[config.mk]
export PLATFORM = sky130hd
export DESIGN_NAME = demux_slot_sequencer
export DESIGN_NICKNAME = d
export VERILOG_FILES = /design/src/rtl/demux_slot_sequencer.sv
export SDC_FILE = /design/constraint.sdc
export NUM_CORES = 1
export LEC_CHECK = 0
export CAP_MARGIN = 30
export CORE_ASPECT_RATIO = 1.2
export CORE_UTILIZATION = 45
export DETAILED_ROUTE_END_ITERATION = 10
export GPL_ROUTABILITY_DRIVEN = 0
export PLACE_DENSITY = 0.72
export SLEW_MARGIN = 20
export SYNTH_ARGS = -nofsm -noshare
export SYNTH_HDL_FRONTEND = slang
export SYNTH_SLANG_ARGS = --single-unit
[constraint.sdc]
create_clock -name clk -period 2.51 [get_ports clk]
set_clock_uncertainty 0.2 [all_clocks]
set_input_delay 0.251 -clock clk [delete_from_list [all_inputs] [get_ports clk]]
set_output_delay 0.251 -clock clk [all_outputs]
set_load 0.01 [all_outputs]
[src/rtl/demux_slot_sequencer.sv]
// Serialises a latched 4-bit word onto the 1-to-4 demuxer: each enabled channel is
// driven for HOLD_CYCLES cycles in ascending order, followed by GAP_CYCLES idle cycles.
module demux_slot_sequencer #(
  parameter int HOLD_CYCLES = 2,
  parameter int GAP_CYCLES  = 1
) (
  input  logic       clk,
  input  logic       rst,
  input  logic       in_valid,
  output logic       in_ready,
  input  logic [3:0] in_data,
  input  logic [3:0] in_mask,
  output logic       ser_out,
  output logic [1:0] sel,
  output logic       slot_valid,
  output logic       busy,
  output logic       frame_done
);

  typedef enum logic [1:0] {
    ST_IDLE = 2'd0,
    ST_SLOT = 2'd1,
    ST_GAP  = 2'd2
  } state_t;

  localparam int HOLD_W = (HOLD_CYCLES > 1) ? $clog2(HOLD_CYCLES) : 1;
  localparam int GAP_W  = (GAP_CYCLES > 1) ? $clog2(GAP_CYCLES) : 1;
  localparam logic [HOLD_W-1:0] HOLD_RELOAD = HOLD_W'(HOLD_CYCLES - 1);
  localparam logic [GAP_W-1:0]  GAP_RELOAD  = (GAP_CYCLES > 0) ? GAP_W'(GAP_CYCLES - 1) : '0;

  state_t            state_q, state_d;
  logic [3:0]        data_q, data_d;
  logic [3:0]        mask_q, mask_d;
  logic [1:0]        chan_q, chan_d;
  logic [HOLD_W-1:0] hold_q, hold_d;
  logic [GAP_W-1:0]  gap_q, gap_d;
  logic              ser_out_q, ser_out_d;
  logic [1:0]        sel_q, sel_d;
  logic              slot_valid_q, slot_valid_d;
  logic              busy_q, busy_d;
  logic              frame_done_q, frame_done_d;

  logic              accept;
  logic [2:0]        first_hit;
  logic [2:0]        next_hit;

  // Handshake: a word transfers on the rising edge where in_valid and in_ready are
  // both high; in_ready is high only in IDLE while rst is low, and in_valid may be
  // held or changed freely since only the accepting edge latches in_data/in_mask.
  assign in_ready = (state_q == ST_IDLE) && !rst;
  assign accept   = in_valid && in_ready;

  // Lowest set mask bit at or above lo; result is {found, channel}.
  function automatic logic [2:0] first_at_or_above(input logic [3:0] mask, input logic [2:0] lo);
    logic [2:0] r;
    r = 3'b000;
    for (int i = 3; i >= 0; i--) begin
      if (mask[i] && (3'(i) >= lo)) r = {1'b1, 2'(i)};
    end
    return r;
  endfunction

  assign first_hit = first_at_or_above(in_mask, 3'd0);
  assign next_hit  = first_at_or_above(mask_q, {1'b0, chan_q} + 3'd1);

  always_comb begin
    state_d      = state_q;
    data_d       = data_q;
    mask_d       = mask_q;
    chan_d       = chan_q;
    hold_d       = hold_q;
    gap_d        = gap_q;
    frame_done_d = 1'b0;

    case (state_q)
      ST_IDLE: begin
        if (accept) begin
          data_d = in_data;
          mask_d = in_mask;
          if (first_hit[2]) begin
            state_d = ST_SLOT;
            chan_d  = first_hit[1:0];
            hold_d  = HOLD_RELOAD;
          end else begin
            frame_done_d = 1'b1;
            if (GAP_CYCLES > 0) begin
              state_d = ST_GAP;
              gap_d   = GAP_RELOAD;
            end
          end
        end
      end
      ST_SLOT: begin
        if (hold_q != '0) begin
          hold_d = hold_q - HOLD_W'(1);
        end else if (next_hit[2]) begin
          chan_d = next_hit[1:0];
          hold_d = HOLD_RELOAD;
        end else begin
          frame_done_d = 1'b1;
          state_d      = (GAP_CYCLES > 0) ? ST_GAP : ST_IDLE;
          gap_d        = GAP_RELOAD;
        end
      end
      ST_GAP: begin
        if (gap_q == '0) state_d = ST_IDLE;
        else             gap_d   = gap_q - GAP_W'(1);
      end
      default: state_d = ST_IDLE;
    endcase

    // Outputs are registered from the next state so they line up with the state.
    busy_d       = (state_d != ST_IDLE);
    slot_valid_d = (state_d == ST_SLOT);
    sel_d        = slot_valid_d ? chan_d : 2'd0;
    ser_out_d    = slot_valid_d ? data_d[chan_d] : 1'b0;
  end

  always_ff @(posedge clk) begin
    if (rst) begin
      state_q      <= ST_IDLE;
      data_q       <= '0;
      mask_q       <= '0;
      chan_q       <= '0;
      hold_q       <= '0;
      gap_q        <= '0;
      ser_out_q    <= 1'b0;
      sel_q        <= 2'd0;
      slot_valid_q <= 1'b0;
      busy_q       <= 1'b0;
      frame_done_q <= 1'b0;
    end else begin
      state_q      <= state_d;
      data_q       <= data_d;
      mask_q       <= mask_d;
      chan_q       <= chan_d;
      hold_q       <= hold_d;
      gap_q        <= gap_d;
      ser_out_q    <= ser_out_d;
      sel_q        <= sel_d;
      slot_valid_q <= slot_valid_d;
      busy_q       <= busy_d;
      frame_done_q <= frame_done_d;
    end
  end

  assign ser_out    = ser_out_q;
  assign sel        = sel_q;
  assign slot_valid = slot_valid_q;
  assign busy       = busy_q;
  assign frame_done = frame_done_q;

endmodule

==> After elaboration in Yosys (flattened, before gate mapping) <==
Index checks and enable logic that the tools add are counted.
{ "classes": {"add_sub_neg": 3, "n_lt_le_gt_ge": 5, "eq_ne": 8, "muxes": 39, "bitwise_logic": 1, "n_reduce_logical": 15} }
{ "op_table": {"columns": ["operator", "count"], "rows": [
  ["2-to-1 mux 3 bit", 8],
  ["2-to-1 mux 2 bit", 9],
  ["2-to-1 mux 1 bit", 14],
  ["!= test 2 bit (second input constant)", 5],
  ["2-to-1 mux 4 bit", 2],
  ["greater-or-equal comparator 1 x 3 -> 1 bit (first input constant)", 2],
  ["greater-or-equal comparator 2 x 3 -> 1 bit (first input constant)", 2],
  ["logical AND 1 bit", 6],
  ["case mux 2 bit (3 select lines)", 1],
  ["AND reduction 5 bit", 1],
  ["equality test 2 x 1 -> 1 bit (second input constant)", 2],
  ["case mux 1 bit (2 select lines)", 2],
  ["case mux 2 bit (2 select lines)", 1],
  ["nonzero test 2 bit", 2],
  ["adder 2 x 1 -> 3 bit (second input constant)", 1],
  ["less-than comparator 2 x 3 -> 1 bit (second input constant)", 1],
  ["case mux 1 bit (3 select lines)", 1],
  ["AND reduction 3 bit", 1],
  ["nonzero test 3 bit", 1],
  ["binary-select mux 1 bit (select 2 bit)", 1],
  ["equality test 2 bit (second input constant)", 1],
  ["zero test 2 bit", 1],
  ["AND reduction 2 bit", 1],
  ["OR reduction 2 bit", 1],
  ["other kinds (3)", 4]
]} }
{ "totals": {"regBits": 20, "output_inout_bits": 7, "elab_cells": 82} }

==> Logic depth before layout (Yosys ltp) <==
{ "logic_depth": {"ltp_word": 13, "mapped_depth": 6, "depth_no_buf": 5} }

==> Worst setup path after synthesis <==
No wires, ideal clock.
{ "synth_timing": {"path_kind": "register -> register", "from": "register mask_q[3]", "to": "register ser_out_q (netlist: ser_out)", "setup_time_ns": 0.073, "arrival_time_ns": 1.639, "t_required_ns": 2.237, "setup_slack_ns": 0.598, "stages_incl_launch_ff": 6, "synth_period_minus_slack_ns": 1.912, "cell_sequence": "dfxtp_1 > or2_2 > o2111a_1 > or3_1 > a311o_1 > o22ai_2"} }
{ "synth_between": {"elab_chain_cells": 11} }
{ "synth_rtl": {"columns": ["element", "line", "source"], "rows": [
  ["start: declaration", "33", "logic [3:0] mask_q, mask_d;"],
  ["start signal: assignment", "135", "mask_q <= mask_d;"],
  ["logical AND 1 bit *", "58", "if (mask[i] && (3'(i) >= lo)) r = {1'b1, 2'(i)};"],
  ["2-to-1 mux 3 bit * (4 in a row)", "58", null],
  ["2-to-1 mux 2 bit", "96", "end else if (next_hit[2]) begin"],
  ["2-to-1 mux 2 bit", "94", "if (hold_q != '0) begin"],
  ["case mux 2 bit (3 select lines)", "75", "case (state_q)"],
  ["equality test 2 x 1 -> 1 bit", "114", "slot_valid_d = (state_d == ST_SLOT);"],
  ["NOT 1 bit (no source line)", null, null],
  ["OR reduction 2 bit (no source line)", null, null],
  ["end signal: assignment", "139", "ser_out_q <= ser_out_d;"],
  ["end: declaration", "37", "logic ser_out_q, ser_out_d;"]
]} }
Every way passes the cells marked *; elsewhere a longest branch is shown, timed or not. The select of a mux whose other input is x is not followed.
A chain may end at the register's enable or synchronous reset.

==> Worst setup path after layout <==
{ "layout_timing": {"from": "input in_mask[3]", "to": "register busy_q (netlist: busy)"} }
{ "layout_between": {"elab_chain_cells": 8} }
{ "layout_rtl": {"columns": ["element", "line", "source"], "rows": [
  ["start: declaration", "12", "input logic [3:0] in_mask,"],
  ["2-to-1 mux 3 bit (4 in a row)", "58", null],
  ["2-to-1 mux 2 bit", "80", "if (first_hit[2]) begin"],
  ["2-to-1 mux 2 bit", "77", "if (accept) begin"],
  ["case mux 2 bit (3 select lines)", "75", null],
  ["nonzero test 2 bit", "113", "busy_d = (state_d != ST_IDLE);"],
  ["end signal: assignment", "142", "busy_q <= busy_d;"],
  ["end: declaration", "40", "logic busy_q, busy_d;"]
]} }
No other way between the ends.

==> impl_metrics.csv <==
group,metric,value,unit
yosys,synth_top_family_by_area,"simple AND/OR/NAND/NOR gates",
timing,slew_violations,0,
yosys,avgSynthCellArea,9.384,sq um
clock_tree,cts_inserted_buffers,3,
route,initialDrtViolationCount,12,
yosys,ys_warn_count,0,
layout,antenna_cells,0,
layout,multi_input_area,459.2,sq um
timing,tns,0,ns
setup_path,crit_fanout,6,
status,outcome,"finished, final reports clean",
yosys,synthArstFlopShare,0,%
yosys,syn-cell-area,844.6,sq um
yosys,synth.mux.area_fraction,4.741,%
die,die_h,49.46,um
clock_tree,post-cts-setup-buffer-count,0,
setup_path,worst-path-buf-inv,2,
placement,place_hpwl,1393,um
yosys,synthSimpleGateAreaFrac,25.04,%
die,num_rows,16,
route,vias,743,
setup_path,critical_path_required,2.51,ns
clock_tree,path_clk_slew,0.10,ns
timing,rsz0062_at_grt,"false",
setup_path,path_class,"primary input to flop",
layout,syn2layout_area_growth,29.04,%
layout,fin_cells,130,
layout,drive_above_1_share,13.39,%
hold_path,hold_path.class,"flop to flop",
grt,overflow,0,
timing,slew_headroom,69.45,%
yosys,synth.top_cell.area_share,42.67,%
setup_path,slowest_delay,0.57,ns
timing,setup_viol,0,
layout,layout_commonest_cell,"dfxtp_1",
yosys,yosys.area_share.adder,0,%
clock_tree,cts.hold.buffers_added,0,
setup_path,critPathArrivalTime,2.14,ns
yosys,ys_ff_latch,18,
yosys,syn-num-nets,101,
timing,finalHoldViolations,0,
setup_path,crit_path_cell_trace,"clkdlybuf4s50_1, or4_4, and2_4, o31ai_4, inv_1, or2_1",
clock_tree,htreeDepth,1,
timing,tightest_slew,0.4544,ns
yosys,yosys_most_used_dff,"dfxtp_1",
placement,place_inst,126,
pwr,p_leak,0.0004226,uW
layout,final_cell_mix,"18 x dfxtp_1, 17 x clkdlybuf4s50_1, 12 x nor2_1",
clock_tree,ctsLongestPathBuffers,2,
flow_run,cap_violations,0,
yosys,syn-instance-count,90,
die,start_util,49.63,%
placement,place_ws,0.06013,ns
grt,grt_usage,20.90,%
route,drc,0,
yosys,synth_xor_area_share,0,%
clock_tree,cts_tree,"built",
setup_path,critPathTopFamily,"simple AND/OR/NAND/NOR gates",
grt,grt_max_degree,17,
route,wl_per_cell,14.52,um
timing,fin_ws,0.3673,ns
yosys,synth_cell_types,34,
layout,seq_area,360.3,sq um
layout,final_area,1090,sq um
die,core-area,1702,sq um
grt,antenna_found_initial,0,
setup_path,start_kind,"primary input",
route,ant_nets,0,
yosys,synth-compound-area-share,24.59,%
grt,grt_pass1_wl,3332,um
die,die_area,2055,sq um
die,die_w,41.55,um
clock_tree,cts-root-buf,"clkbuf_4",
clock_tree,clock-sinks,18,
pwr,ir_drop,0.4103,mV
layout,n_fill_cell,142,
timing,fin_crit_sh,85.37,%
yosys,ys_seq_area_share,42.67,%
route,drt_wl_total,1887,um
route,first_pass_iters,4,
die,ios,18,
yosys,synth-edff-count,0,
pwr,power_density,602.3,nW/um^2
placement,portBuffers,17,
timing,fin_crit,2.143,ns
layout,finish.utilization,64.04,%
placement,dpl-instance-area,1054,sq um
route,viasPerCell,5.715,
yosys,yosys.area.top_type,"dfxtp_1",
setup_path,crit_path_end_kind,"flop",
layout,final_nets,124,
grt,grt_pass1_vias,740,
timing,fmax,466.7,MHz
setup_path,critPathSlowestCell,"or4_4",
clock_tree,clock_latency,0.30,ns
clock_tree,cts_resized,0,
yosys,synth_area_leaders,"dfxtp_1 43%, nor2_1 5.3%, mux2i_1 4.7%, nand2b_1 4.4%, a311o_1 3.6%",
[power breakdown]
group | switching, uW | total [uW] | internal, uW
clock network | 91.9 | 180 | 88.5
logic | 71.0 | 150 | 79.2
registers | 18.4 | 326 | 307
[cell type report]
type / count / share of cell area (%)
clock buffers: 4 / 3.329
inverters: 3 / 1.033
multi-input cells: 66 / 42.14
flip-flops and latches: 18 / 33.07
well taps: 18 / 2.067
repair buffers: 21 / 18.37
[final timing paths]
check / slack (ns) / from / to / depth (start not counted)
worst max-delay path: 0.37 / in_mask[3] / busy / 6
worst min-delay path: 0.31 / data_q[2] / data_q[2] / 2
worst max register to register: 0.44 / mask_q[2] / ser_out / 5
worst min register to register: 0.31 / data_q[2] / data_q[2] / 2
[per-stage QoR]
| stage | hold slack (ns) | power (uW) |
|---|---|---|
| after floorplan | 0.1596 | 421.6 |
| after global placement | 0.2713 | 477.1 |
| after detailed placement | 0.2788 | 480.9 |
| after CTS | 0.3027 | 658.3 |
| after global routing | 0.3393 | 695.0 |
| final | 0.3078 | 656.4 |
[kinds of logic after synthesis]
group,count (synthesis)
muxes,4
and+or+nand+nor,38
AOI/OAI and AO/OA,24
DFF,18
buffers and inverters,6
[state kept, by name, indices dropped and copies added (netlist names)]
name        cells
ser_out         1
mask_q          3
data_q          4
state_q         2
sel             2
slot_valid      1
busy            1
frame_done      1
hold_q          1
chan_q          2
[Yosys cell counts, types with 2 or more instances]
master / number
nand2_1: 8
o2111a_1: 2
a21oi_1: 3
nand2b_1: 6
nor2b_1: 2
buf_2: 2
dfxtp_1: 18
nor4_1: 2
nor2_1: 12
a21boi_0: 2
o21ai_0: 3
a311o_1: 3
mux2i_1: 4
inv_1: 3
[worst min-delay path, cell delays in order, from the launching register on]
cell and delay (ns):
dfxtp_1 0.32, mux2i_1 0.07, nor2_1 0.08
[layer usage]
| layer | up-vias | wire length (um) | track usage, % |
|---|---|---|---|
| met2 | 27 | 932 | 34.38 |
| met1 | 342 | 836 | 26.56 |
| met5 | - | 0 | 0 |
| met4 | 0 | 19 | 7.527 |
| li1 | 370 | - | - |
| met3 | 4 | 99 | 4.762 |
Power figures use the tool's default switching activity.
